===== src/rtl/uart_rx_periph.sv =====
// -----------------------------------------------------------------------------
// uart_rx_periph -- APB slave UART receiver (8N1, 16x oversampling, RX FIFO)
//
// Purpose:
//   Samples the asynchronous `rx` line through a two-flop synchronizer.
//   Deframes 8N1 characters on ticks from a programmable baud tick generator.
//   Pushes each good byte into a small FIFO that the host reads over APB.
//
// Ports:
//   PCLK      in   system/APB clock (only clock)
//   PRESET    in   asynchronous active-low reset
//   PADDR     in   [4:0] APB byte address
//   PWDATA    in   [31:0] APB write data
//   PWRITE    in   1 = write, 0 = read
//   PENABLE   in   APB access phase
//   PSEL      in   APB slave select
//   PRDATA    out  [31:0] read data (combinational in access phase, else 0)
//   PREADY    out  PSEL & PENABLE (no wait states)
//   rx        in   serial input, idle high
//   irq       out  interrupt, only when UART_RX_IRQ_EN is defined
//
// Register map:
//   0x00 FSR  [0] rx_empty [1] rx_full [2] overrun(W1C) [3] frame_err(W1C) [4] rx_busy
//   0x08 RDR  [7:0] FIFO head; a read pops one entry
//   0x0C BRR  [15:0] PCLK cycles per oversample tick (0 behaves as 1)
//   0x10 UCR  [0] enable [1] rx_enable [2] flush (self-clearing) [3] irq_en
//
// Build option:
//   UART_RX_IRQ_EN : adds the registered `irq` output and UCR[3] irq_en.
//                    When it is undefined, UCR[3] reads 0 and ignores writes.
// -----------------------------------------------------------------------------
`timescale 1ns/1ps
module uart_rx_periph #(
  parameter int FIFO_DEPTH = 4,
  parameter int OVS        = 16
) (
  input  logic        PCLK,
  input  logic        PRESET,
  input  logic [4:0]  PADDR,
  input  logic [31:0] PWDATA,
  input  logic        PWRITE,
  input  logic        PENABLE,
  input  logic        PSEL,
  output logic [31:0] PRDATA,
  output logic        PREADY,
  input  logic        rx
`ifdef UART_RX_IRQ_EN
  ,
  output logic        irq
`endif
);

  localparam int AW = $clog2(FIFO_DEPTH);
  localparam logic [3:0] SMP_MID  = 4'(OVS / 2 - 1);  // mid-point of the start bit
  localparam logic [3:0] SMP_LAST = 4'(OVS - 1);      // one bit period after a mid-point

  typedef enum logic [2:0] {S_IDLE, S_START, S_DATA, S_STOP, S_WAIT} state_t;

  state_t      state_q, state_d;
  logic        rx_meta_q, rx_sync_q;
  logic [15:0] brr_q, tick_cnt_q, tick_cnt_d, tick_max;
  logic        en_q, rx_en_q, run, tick;
  logic [3:0]  smp_q, smp_d;
  logic [2:0]  bit_q, bit_d;
  logic [7:0]  shift_q, shift_d;
  logic        push, frame_evt;
  logic [7:0]  mem_q [FIFO_DEPTH];
  logic [AW:0] wr_ptr_q, rd_ptr_q;
  logic        empty, full, pop, flush, do_push, ovr_evt;
  logic        overrun_q, overrun_d, frame_err_q, frame_err_d;
  logic        acc, wr, rd, sel_fsr, sel_rdr, sel_brr, sel_ucr;
  logic        unused_pwdata;
`ifdef UART_RX_IRQ_EN
  logic        irq_en_q, irq_q;
`endif

  assign unused_pwdata = ^PWDATA[31:16];

  // ---------------- APB decode ----------------
  assign acc     = PSEL & PENABLE;
  assign wr      = acc & PWRITE;
  assign rd      = acc & ~PWRITE;
  assign sel_fsr = (PADDR == 5'h00);
  assign sel_rdr = (PADDR == 5'h08);
  assign sel_brr = (PADDR == 5'h0C);
  assign sel_ucr = (PADDR == 5'h10);
  assign PREADY  = acc;

  // ---------------- FIFO status ----------------
  assign empty   = (wr_ptr_q == rd_ptr_q);
  assign full    = (wr_ptr_q[AW] != rd_ptr_q[AW]) && (wr_ptr_q[AW-1:0] == rd_ptr_q[AW-1:0]);
  assign pop     = rd & sel_rdr & ~empty;
  assign flush   = wr & sel_ucr & PWDATA[2];
  // A simultaneous pop frees a slot, so a push into a full FIFO still lands.
  assign do_push = push & (~full | pop) & ~flush;
  assign ovr_evt = push & full & ~pop & ~flush;

  // ---------------- tick generator ----------------
  assign run      = en_q & rx_en_q;
  assign tick_max = (brr_q == 16'd0) ? 16'd0 : brr_q - 16'd1;
  // >= rather than == so that lowering BRR mid-count still reloads promptly.
  assign tick     = run & (tick_cnt_q >= tick_max);

  always_comb begin
    tick_cnt_d = tick_cnt_q + 16'd1;
    if (!run || tick) tick_cnt_d = 16'd0;
  end

  // ---------------- receive FSM ----------------
  always_comb begin
    state_d   = state_q;
    smp_d     = smp_q;
    bit_d     = bit_q;
    shift_d   = shift_q;
    push      = 1'b0;
    frame_evt = 1'b0;
    if (!run) begin
      state_d = S_IDLE;
    end else if (tick) begin
      case (state_q)
        S_IDLE: begin
          if (!rx_sync_q) begin
            state_d = S_START;
            smp_d   = 4'd0;
          end
        end
        S_START: begin
          smp_d = smp_q + 4'd1;
          if (smp_q == SMP_MID) begin
            smp_d = 4'd0;
            bit_d = 3'd0;
            state_d = rx_sync_q ? S_IDLE : S_DATA;
          end
        end
        S_DATA: begin
          smp_d = smp_q + 4'd1;  // wraps to 0 after SMP_LAST
          if (smp_q == SMP_LAST) begin
            shift_d = {rx_sync_q, shift_q[7:1]};
            bit_d   = bit_q + 3'd1;
            if (bit_q == 3'd7) state_d = S_STOP;
          end
        end
        S_STOP: begin
          smp_d = smp_q + 4'd1;
          if (smp_q == SMP_LAST) begin
            if (rx_sync_q) begin
              push    = 1'b1;
              state_d = S_IDLE;
            end else begin
              frame_evt = 1'b1;
              state_d   = S_WAIT;
            end
          end
        end
        S_WAIT: begin
          if (rx_sync_q) state_d = S_IDLE;
        end
        default: state_d = S_IDLE;
      endcase
    end
  end

  // ---------------- sticky error flags (set beats W1C) ----------------
  always_comb begin
    overrun_d   = overrun_q;
    frame_err_d = frame_err_q;
    if (wr && sel_fsr && PWDATA[2]) overrun_d   = 1'b0;
    if (wr && sel_fsr && PWDATA[3]) frame_err_d = 1'b0;
    if (ovr_evt)   overrun_d   = 1'b1;
    if (frame_evt) frame_err_d = 1'b1;
  end

  // ---------------- state registers ----------------
  always_ff @(posedge PCLK or negedge PRESET) begin
    if (!PRESET) begin
      rx_meta_q   <= 1'b1;
      rx_sync_q   <= 1'b1;
      state_q     <= S_IDLE;
      smp_q       <= 4'd0;
      bit_q       <= 3'd0;
      shift_q     <= 8'd0;
      tick_cnt_q  <= 16'd0;
      brr_q       <= 16'd0;
      en_q        <= 1'b0;
      rx_en_q     <= 1'b0;
      wr_ptr_q    <= '0;
      rd_ptr_q    <= '0;
      overrun_q   <= 1'b0;
      frame_err_q <= 1'b0;
    end else begin
      rx_meta_q   <= rx;
      rx_sync_q   <= rx_meta_q;
      state_q     <= state_d;
      smp_q       <= smp_d;
      bit_q       <= bit_d;
      shift_q     <= shift_d;
      tick_cnt_q  <= tick_cnt_d;
      overrun_q   <= overrun_d;
      frame_err_q <= frame_err_d;
      if (wr && sel_brr) brr_q <= PWDATA[15:0];
      if (wr && sel_ucr) begin
        en_q    <= PWDATA[0];
        rx_en_q <= PWDATA[1];
      end
      if (flush) begin
        wr_ptr_q <= '0;
        rd_ptr_q <= '0;
      end else begin
        if (do_push) wr_ptr_q <= wr_ptr_q + 1'b1;
        if (pop)     rd_ptr_q <= rd_ptr_q + 1'b1;
      end
    end
  end

  // FIFO storage needs no reset; the pointers define validity.
  always_ff @(posedge PCLK) begin
    if (do_push) mem_q[wr_ptr_q[AW-1:0]] <= shift_q;
  end

`ifdef UART_RX_IRQ_EN
  always_ff @(posedge PCLK or negedge PRESET) begin
    if (!PRESET) begin
      irq_en_q <= 1'b0;
      irq_q    <= 1'b0;
    end else begin
      if (wr && sel_ucr) irq_en_q <= PWDATA[3];
      irq_q <= irq_en_q & (~empty | overrun_q | frame_err_q);
    end
  end
  assign irq = irq_q;
`endif

  // ---------------- read mux ----------------
  always_comb begin
    PRDATA = 32'd0;
    if (rd) begin
      if (sel_fsr)
        PRDATA = {27'd0, (state_q != S_IDLE), frame_err_q, overrun_q, full, empty};
      else if (sel_rdr)
        PRDATA = empty ? 32'd0 : {24'd0, mem_q[rd_ptr_q[AW-1:0]]};
      else if (sel_brr)
        PRDATA = {16'd0, brr_q};
      else if (sel_ucr)
`ifdef UART_RX_IRQ_EN
        PRDATA = {28'd0, irq_en_q, 1'b0, rx_en_q, en_q};
`else
        PRDATA = {30'd0, rx_en_q, en_q};
`endif
    end
  end

endmodule


===== config.mk =====
export PLATFORM = sky130hd
export DESIGN_NAME = uart_rx_periph
export DESIGN_NICKNAME = d
export VERILOG_FILES = /design/src/rtl/uart_rx_periph.sv
export SDC_FILE = /design/constraint.sdc
export NUM_CORES = 1
export LEC_CHECK = 0
export BUFFER_PORTS_ARGS = -buffer_cell sky130_fd_sc_hd__clkbuf_2
export CAP_MARGIN = 20
export CORE_MARGIN = 3
export CORE_UTILIZATION = 55
export DETAILED_ROUTE_END_ITERATION = 10
export HOLD_SLACK_MARGIN = 0.12
export PLACE_DENSITY = 0.77
export SETUP_SLACK_MARGIN = 0.15
export SLEW_MARGIN = 20
export SYNTH_ARGS = -nofsm -noshare
export SYNTH_HDL_FRONTEND = slang
export SYNTH_SLANG_ARGS = --single-unit

===== constraint.sdc =====
create_clock -name PCLK -period 4.7 [get_ports PCLK]
set_clock_uncertainty 0.05 [all_clocks]
set_input_delay 0.47 -clock PCLK [delete_from_list [all_inputs] [get_ports PCLK]]
set_output_delay 0.47 -clock PCLK [all_outputs]
set_load 0.02 [all_outputs]

* After elaboration in Yosys (flattened, before gate mapping)
Memory sizes are Yosys's and may differ from the RTL's.
Cells that the tools add are included.
** Cells by class
- Add/subtract/negate cells :: 6
- Multiply operators :: 0
- Div/mod/pow operators :: 0
- Order comparisons :: 1
- Eq/ne operators :: 23
- Shift-type cells :: 0
- Multiplexer cells :: 45
- Bitwise logic cells :: 20
- Reduce and logical (&&, ||, !) cells :: 23
** Operator list (number)
- 2-to-1 mux 16 bit :: 6
- 2-to-1 mux 3 bit :: 15
- inequality test 3 bit, second input constant :: 6
- adder 16 x 1 -> 16 bit, second input constant :: 1
- >= comparator 16 bit :: 1
- zero test 16 bit :: 1
- 2-to-1 mux 1 bit :: 16
- subtractor 16 x 1 -> 16 bit, second input constant :: 1
- case mux 3 bit (5 select lines) :: 1
- AND 1 bit :: 14
- case mux 4 bit (3 select lines) :: 1
- == test 5 x 4 -> 1 bit, second input constant :: 2
- nonzero test 2 bit :: 5
- adder 3 x 1 -> 3 bit, second input constant :: 3
- 2-to-1 mux 4 bit :: 2
- 2-to-1 mux 8 bit :: 1
- AND reduction 4 bit :: 2
- AND reduction 7 bit :: 1
- == test 3 x 2 -> 1 bit, second input constant :: 2
- == test 3 bit, second input constant :: 2
- logical AND 1 bit :: 6
- inequality test 2 bit, second input constant :: 3
- case mux 3 bit (2 select lines) :: 1
- nonzero test 3 bit :: 2
- other kinds (18) :: 23
** Storage, ports and cells
- Bits in registers :: 62
- Latch bits :: 0
- Bits in writable memories :: 32
- ROM bits :: 0
- Bits of input ports :: 43
- Output and inout port bits :: 33
- Word-level logic and storage cells :: 133
- Memories kept :: 1
** Memory list
- mem_q :: words 4, bits a word 8, rd ports 1, clocked after memory_dff 0, write ports 1, RTL line 67 : logic [7:0] mem_q [FIFO_DEPTH];

* Depth between registers and ports, before layout
Gate-level depths: netlist (run 1).
- Depth after elaboration :: 10
- Depth in mapped cells :: 15
- Gate-level depth less buffers :: 13

* Worst setup path before layout (run 1)
Ideal clock, no wire load.
- Path kind :: register -> register
- From :: register brr_q[4]
- To :: memory mem_q[0][0], enable pin
- Library setup time :: 332 ps
- Arrival :: 3460 ps
- Required time :: 4318 ps
- Path slack :: 859 ps
- Cell stages (with the launch flop) :: 15
- Buffers on the path :: 1
- Clock period less this slack :: 3841 ps
- Cell sequence :: dfrtp_1 or3_4 or3_4 or4_4 nor3_2 xor2_1 nand2_1 ha_1 nand4_1 nor2_1 nand3b_1 and3_1 buf_2 nor2_1 and3_1
** On the way
- Word-level cells in the longest chain between the ends :: 10
- Elaborated cells between the ends (all ways) :: 11
- Classes of those cells :: add/sub: 1; order compare: 1; mux: 5; bitwise: 3; reduce/logical: 1
** Ends and longest elaborated chain
- from (decl) :: RTL line 61 : logic [15:0] brr_q, tick_cnt_q, tick_cnt_d, tick_max;
- from (signal assigned) :: RTL line 200 : if (wr && sel_brr) brr_q <= PWDATA[15:0];
- subtractor 16 x 1 -> 16 bit or zero test 16 bit (tied branches) :: RTL line 100 : assign tick_max = (brr_q == 16'd0) ? 16'd0 : brr_q - 16'd1;
- 2-to-1 mux 16 bit * :: RTL line 100
- >= comparator 16 bit * :: RTL line 102 : assign tick = run & (tick_cnt_q >= tick_max);
- AND 1 bit * :: RTL line 102
- 2-to-1 mux 1 bit * :: RTL line 119 : end else if (tick) begin
- 2-to-1 mux 1 bit * :: RTL line 117 : if (!run) begin
- AND 1 bit * (2 in series) :: RTL line 95 : assign do_push = push & (~full | pop) & ~flush;
- 2-to-1 mux 1 bit * :: RTL line 217 : if (do_push) mem_q[wr_ptr_q[AW-1:0]] <= shift_q;
- 2-to-1 mux 1 bit (not written as such) * :: RTL line 217
- to (decl) :: RTL line 67
Mark *: on every way between the ends. The rest lies on a longest branch, timed or not.

* Final worst setup path (run 1)
- From :: register brr_q[4]
- To :: memory mem_q[0][5], enable pin
The elaborated chain is that of the path after synthesis.

==> results of run 1 <==
-- per-layer routing --
| layer | global-route usage | vias up |
|---|---|---|
| met5 | 0 | - |
| met4 | 0.0518 | 0 |
| met3 | 0.0423 | 19 |
| met2 | 0.376 | 97 |
| met1 | 0.273 | 1760 |
| li1 | - | 1755 |
-- sequential cells by signal, indices dropped and copies added (netlist names), 3 cells and up --
name        cells
bit_q           3
brr_q          16
mem_q          32
rd_ptr_q        3
shift_q         8
smp_q           4
state_q         3
tick_cnt_q     16
wr_ptr_q        3
-- stage by stage --
step | util | hold slack (ns) | setup slack [ns] | total power [mW]
after floorplan | - | 0.124 | 0.859 | 1.14
after global placement | 0.611 | 0.296 | 0.381 | 1.19
after detailed placement | 0.611 | 0.301 | 0.305 | 1.21
after CTS | 0.634 | 0.243 | 0.281 | 1.74
after global routing | 0.635 | 0.260 | 0.155 | 1.83
final | 0.635 | 0.207 | 0.429 | 1.72
-- critical path: stages, from the launching register on --
cell and delay (ns):
dfrtp_1 0.45, or3_4 0.43, or3_4 0.36, or4_4 0.48
nor3_2 0.15, xor2_1 0.16, nand2_1 0.07, ha_1 0.32
nand4_1 0.15, nor2_1 0.18, nand3b_1 0.08, and3_2 0.33
nor2_1 0.28, and3_1 0.46
-- layout make-up --
cell class,count,area [sq um],area share
sequential,94,2510,0.441
clock inverter,7,73.8,0.0130
timing repair buffer,49,263,0.0461
clock buffer,9,124,0.0217
tap,126,158,0.0277
multi-input combinational,344,2520,0.442
inverter,13,48.8,0.00856
-- kinds of logic after synthesis --
logic type / count (synthesis)
AND/OR/NAND/NOR: 179
multiplexers: 37
adder cells (fa/ha/maj): 27
flip-flops: 94
XOR/XNOR: 31
AO/OA/AOI/OAI: 54
buffers and inverters: 45
other: 1
-- power groups by stage --
| stage | registers (mW) | clock network (mW) | logic, mW |
|---|---|---|---|
| 2_1_floorplan | 0.895 | 0 | 0.243 |
| 5_1_grt | 0.901 | 0.587 | 0.340 |
| 3_3_place_gp | 0.912 | 0 | 0.281 |
| 4_1_cts | 0.896 | 0.546 | 0.298 |
| 6_report | 0.896 | 0.532 | 0.297 |
| 3_5_place_dp | 0.912 | 0 | 0.295 |
-- Yosys cell counts (3+ instances only) --
cell type  instances  area [sq um]
a22oi_1            3          22.5
a31oi_1            3          18.8
nor2_1            43           161
inv_1             13          48.8
dfrtp_1           60          1500
a21oi_1           18          90.1
nor2b_1            6          37.5
a222oi_1           5          50.1
nor3b_1            3          22.5
buf_4             16           120
nand2_1           37           139
nand2b_1           5          31.3
o31ai_1            7          52.6
edfxtp_1          32           961
clkbuf_1          11          41.3
nand3_1           14          70.1
ha_1              27           338
mux4_2             8           180
nor3_1            10          50.1
nand4_1            8          50.1
or4_1              4          30.0
and3_1            21           131
xor2_1            22           193
o21ai_0            8          40.0
and2_1             5          31.3
buf_2              4          20.0
xnor2_1            9          78.8
mux2_2            27           304
-- cell usage in the layout, fill, tap and decap left out, types with 6 or more instances in the layout --
cell,instances
a21oi_1,18
and3_1,17
clkbuf_2,43
clkbuf_8,9
conb_1,16
dfrtp_1,60
edfxtp_1,32
ha_1,27
inv_1,13
mux2_2,27
mux4_2,8
nand2_1,37
nand3_1,14
nand4_1,8
nor2_1,43
nor2b_1,6
nor3_1,10
o21ai_0,8
o31ai_1,7
xnor2_1,9
xor2_1,22
-- repair_timing --
action                                 in CTS  in global routing
setup endpoints to repair                   0                 32
endpoints found under the hold margin       1                  0
gates resized for setup                     0                  4
hold buffers                                1                  0
-- worst paths after layout --
| check | cells after the start | start | endpoint | slack (ns) |
|---|---|---|---|---|
| worst max-delay path | 13 | brr_q[4] | mem_q[0][5] | 0.43 |
| worst min-delay path | 2 | PRESET | brr_q[15] | 0.21 |
| worst max register to register | 13 | brr_q[4] | mem_q[0][5] | 0.43 |
| worst min register to register | 0 | rx_meta_q | rx_sync_q | 0.31 |
| max in group asynchronous | 2 | PRESET | brr_q[14] | 3.85 |
| min in group PCLK | 2 | PWDATA[4] | brr_q[4] | 0.28 |
==> results.json, run 1 <==
{
  "status": "complete, no violations",
  "areaGrowthSynthToFinish_pct": 9.50,
  "drive_gt1_frac": 0.225,
  "power_switching_mw": 0.529,
  "synth_compound_area_frac": 0.0680,
  "ys.flop_type": "dfrtp_1",
  "htree_levels": 3,
  "gp_congestion": 0.893,
  "yosysWarnings": 0,
  "dr.pass1.iters": 4,
  "crit_required_ns": 4.68,
  "p_leak_nw": 2.61,
  "synthSimpleGateAreaFrac": 0.189,
  "core_sq_mm": 0.00898,
  "fillers": 709,
  "max_freq_mhz": 234,
  "synthAdderAreaFrac": 0.0649,
  "ir_drop_mv": 0.249,
  "yosysUniqueCellTypes": 57,
  "cts_tree": "done",
  "viasPerCell": 5.66,
  "routed_wl_mm": 10.6,
  "via_count": 3631,
  "start_util": 0.580,
  "synth.avg_cell_area_sq_um": 11.1,
  "cts-root-buf": "clkbuf_8",
  "core.rowCount": 34,
  "synth_top_family_by_area": "simple AND/OR/NAND/NOR gates",
  "cellPowerDensity_mw_per_mm2": 303,
  "postSynthCellCount": 468,
  "synthesis.area_sq_mm": 0.00520,
  "period_share": 0.909,
  "p_seq_frac": 0.519,
  "die_area_sq_mm": 0.0107,
  "fin_tns_setup_ns": 0,
  "slew_headroom": 0.463,
  "synth_edf_count": 32,
  "tightest_slew_ns": 0.805,
  "fp.dieW_um": 103,
  "top_layer": "met4",
  "cp_max_fo": 15,
  "post_cts_buffers": 0,
  "synth-xor-area-share": 0.0522,
  "dp_hpwl_mm": 7.65,
  "ant_nets": 0,
  "cp.arrival_ns": 4.25,
  "die_height_um": 103,
  "hp-class": "in2async",
  "wl_per_cell_um": 16.5,
  "antenna_found_initial": 0,
  "cts.sinks": 94,
  "placed_cells": 625,
  "dpl_cell_area_sq_mm": 0.00549,
  "dr_wl_met2_mm": 5.46,
  "slew_viol_final": 0,
  "fin_area_sq_mm": 0.00570,
  "critPathCaptureType": "register",
  "rsz0062_at_grt": "no",
  "numCtsBuffers": 9,
  "path_clk_slew_ns": 0.10,
  "dr_wl_met3_um": 409,
  "power_frac_comb": 0.172,
  "diodes": 0,
  "swShare": 0.307,
  "p_clk_frac": 0.308,
  "io_buffers": 43,
  "layout_min_cycle_time_ns": 4.27,
  "synthMuxAreaShare": 0.0971,
  "internal_power_mw": 1.20,
  "synth-seq-cells": 94,
  "cap_violations": 0,
  "met1_length_mm": 4.51,
  "synth_seq_area_share": 0.483,
  "grt_pass1_vias": 3607,
  "grt_max_degree": 63,
  "async_flop_share": 0.660,
  "drt-initial-drc-count": 167,
  "pin_count": 76,
  "route.detailed.drc": 0,
  "overflow": 0,
  "clockBufferDepth": 2,
  "worst-setup-path-type": "reg2reg",
  "worstSetupStartpointType": "register",
  "hold_viol": 0,
  "groute.usage.overall": 0.214,
  "grt_pass1_wl_mm": 17.6,
  "layout.nets": 581,
  "stdcell_count": 642,
  "clkLatencyLatePin_ns": 0.36,
  "finalSetupViolations": 0
}
(Power assumes the default switching activity.)
==> run 2, diff against run 1 <==
Settings changed: ABC_AREA set to 1.
==> results.json, run 2 <==
{
  "grt_max_degree": 63,
  "core.rowCount": 35,
  "hold_viol": 0,
  "yosysWarnings": 0,
  "critPathSlowestCell": "dfrtp_1",
  "htree_levels": 3,
  "fp.dieW_um": 106,
  "layout.nets": 770,
  "dr.pass1.iters": 5,
  "synth.avg_cell_area_sq_um": 8.49,
  "worstSetupStartpointType": "register",
  "groute.usage.overall": 0.218,
  "cts-root-buf": "clkbuf_8",
  "path_clk_slew_ns": 0.10,
  "largest_reg_flops": 32,
  "cp_max_fo": 8,
  "cellPowerDensity_mw_per_mm2": 274,
  "synth_seq_area_share": 0.456,
  "cap_violations": 0,
  "slowest_delay_ns": 0.39,
  "netlist.top_cell.by_area": "dfrtp_1",
  "die_height_um": 106,
  "postSynthCellCount": 650,
  "gp_congestion": 0.880,
  "io_buffers": 43,
  "synth-seq-cells": 94,
  "routed_wl_mm": 11.6,
  "period_share": 0.726,
  "ir_drop_mv": 0.207,
  "tightest_slew_ns": 0.826,
  "synth_edf_count": 32,
  "synth_top_area_share": 0.272,
  "synth_area_leaders": "dfrtp_1 (27%), edfxtp_1 (17%), nand2_1 (8.4%)",
  "wl_per_cell_um": 14.0,
  "via_count": 4437,
  "cts_tree": "done",
  "grt_pass1_vias": 4403,
  "async_flop_share": 0.660,
  "critPathCaptureType": "register",
  "route.detailed.drc": 0,
  "final_util": 0.634,
  "final_common_cell": "nand2_1",
  "clockBufferDepth": 2,
  "hp-class": "in2async",
  "finalSetupViolations": 0,
  "clkLatencyLatePin_ns": 0.37,
  "status": "complete, no violations",
  "drive_gt1_frac": 0.176,
  "overflow": 0,
  "crit_chain": "inv_1 > ha_1 > nand2_1 > nor2_1 > inv_1 > nor2_1 > nand2_1 > nand2_1 > nand3_1 > ha_1 > nand2_1 > nor3_1 > nand2_2 > nand2_4 > nand4_4 > nor3_1 > buf_4",
  "yosysUniqueCellTypes": 45,
  "fin_tns_setup_ns": 0,
  "cts.sinks": 94,
  "ys.flop_type": "dfrtp_1",
  "areaGrowthSynthToFinish_pct": 9.28,
  "synth.most_common_cell": "nand2_1",
  "cp_common_cell": "nand2_1",
  "dp_hpwl_mm": 8.62,
  "numCtsBuffers": 9,
  "diodes": 0,
  "max_freq_mhz": 293,
  "pin_count": 76,
  "cts.repair.resized": 0,
  "worst-setup-path-type": "reg2reg",
  "core_sq_mm": 0.00950,
  "placed_cells": 817,
  "grt_pass1_wl_mm": 20.0,
  "layout_min_cycle_time_ns": 3.41,
  "layout_common_cells": "nand2_1 (123), inv_1 (74), nor2_1 (68), dfrtp_1 (60), clkbuf_2 (43)",
  "rsz0062_at_grt": "no",
  "crit_required_ns": 4.73,
  "ant_nets": 0,
  "die_area_sq_mm": 0.0113,
  "slew_viol_final": 0,
  "p_leak_nw": 2.88,
  "antenna_found_initial": 0,
  "synthesis.area_sq_mm": 0.00552,
  "stdcell_count": 834,
  "synth.top_cells.by_count": "nand2_1 (123), inv_1 (74), nor2_1 (68)",
  "slew_headroom": 0.449,
  "drt-initial-drc-count": 213,
  "start_util": 0.581,
  "cp.arrival_ns": 3.45,
  "viasPerCell": 5.32
}
-- run 2: changes by cell type after synthesis, sizes merged, moves of 12 or more --
cell / change
and3: -21
mux2: -24
a21oi: +19
nor3: +14
nand2: +95
nor2: +38
o21ai: +47
inv: +73
xor2: -12
nand3: +15
-- run 2: final cells by class --
cell class	count	area [sq um]
sequential	94	2510
tap	129	161
timing repair buffer	49	263
inverter	88	334
multi-input combinational	458	2560
fill	836	3470
clock buffer	9	124
clock inverter	7	75.1
-- run 2: what timing repair did --
item / CTS / global route
buffers inserted: 0 / 0
endpoints found under the hold margin: 1 / 0
hold buffers: 1 / 0
-- run 2: cells by family after synthesis --
family	count (synthesis)	synth area share
buf+inv	113	0.0910
other cells	1	0.000680
simple gates	288	0.247
xor+xnor	16	0.0254
mux	4	0.00816
fa+ha+maj	27	0.0612
flops	94	0.456
compound gates	107	0.111
-- run 2: metrics by stage --
stage          area (sq um)  hold WS, ns  setup slack (ns)  power, mW
2_1_floorplan          5570        0.124              1.39       1.07
3_3_place_gp           5820        0.296              1.38       1.12
3_5_place_dp           5820        0.298              1.30       1.13
4_1_cts                6030        0.242              1.28       1.67
5_1_grt                6030        0.247             0.906       1.74
6_report               6030        0.203              1.29       1.65
-- run 2: routing by layer --
metal,GRT usage,up-vias,part of all wire
met1,0.258,2109,0.42
li1,-,2220,-
met5,0,-,0
met4,0.0703,0,0.016
met3,0.0419,21,0.026
met2,0.397,87,0.54
-- run 2: where the power goes --
group	internal, mW	switching, mW	total [mW]	leakage, nW
logic	0.0768	0.143	0.220	1.61
registers	0.862	0.0320	0.894	1.18
clock network	0.211	0.327	0.538	0.0985
total	1.15	0.503	1.65	2.88
-- run 2: final timing paths --
kind	cells past startpoint	slack, ns	to	from
setup / recovery	17	1.29	mem_q[3][0]	brr_q[0]
hold / removal	2	0.20	brr_q[11]	PRESET
setup reg to reg	17	1.29	mem_q[3][0]	brr_q[0]
hold reg to reg	0	0.31	rx_sync_q	rx_meta_q
max in group asynchronous	2	3.83	tick_cnt_q[3]	PRESET
min in group PCLK	2	0.25	brr_q[7]	PWDATA[7]
-- run 2: critical path: cells and delay by family (launching register included) --
family                     cells  cell delay [ns]
adders and majority gates      2             0.53
buffers and inverters          3             0.47
DFF                            1             0.39
and+or+nand+nor               12             1.70
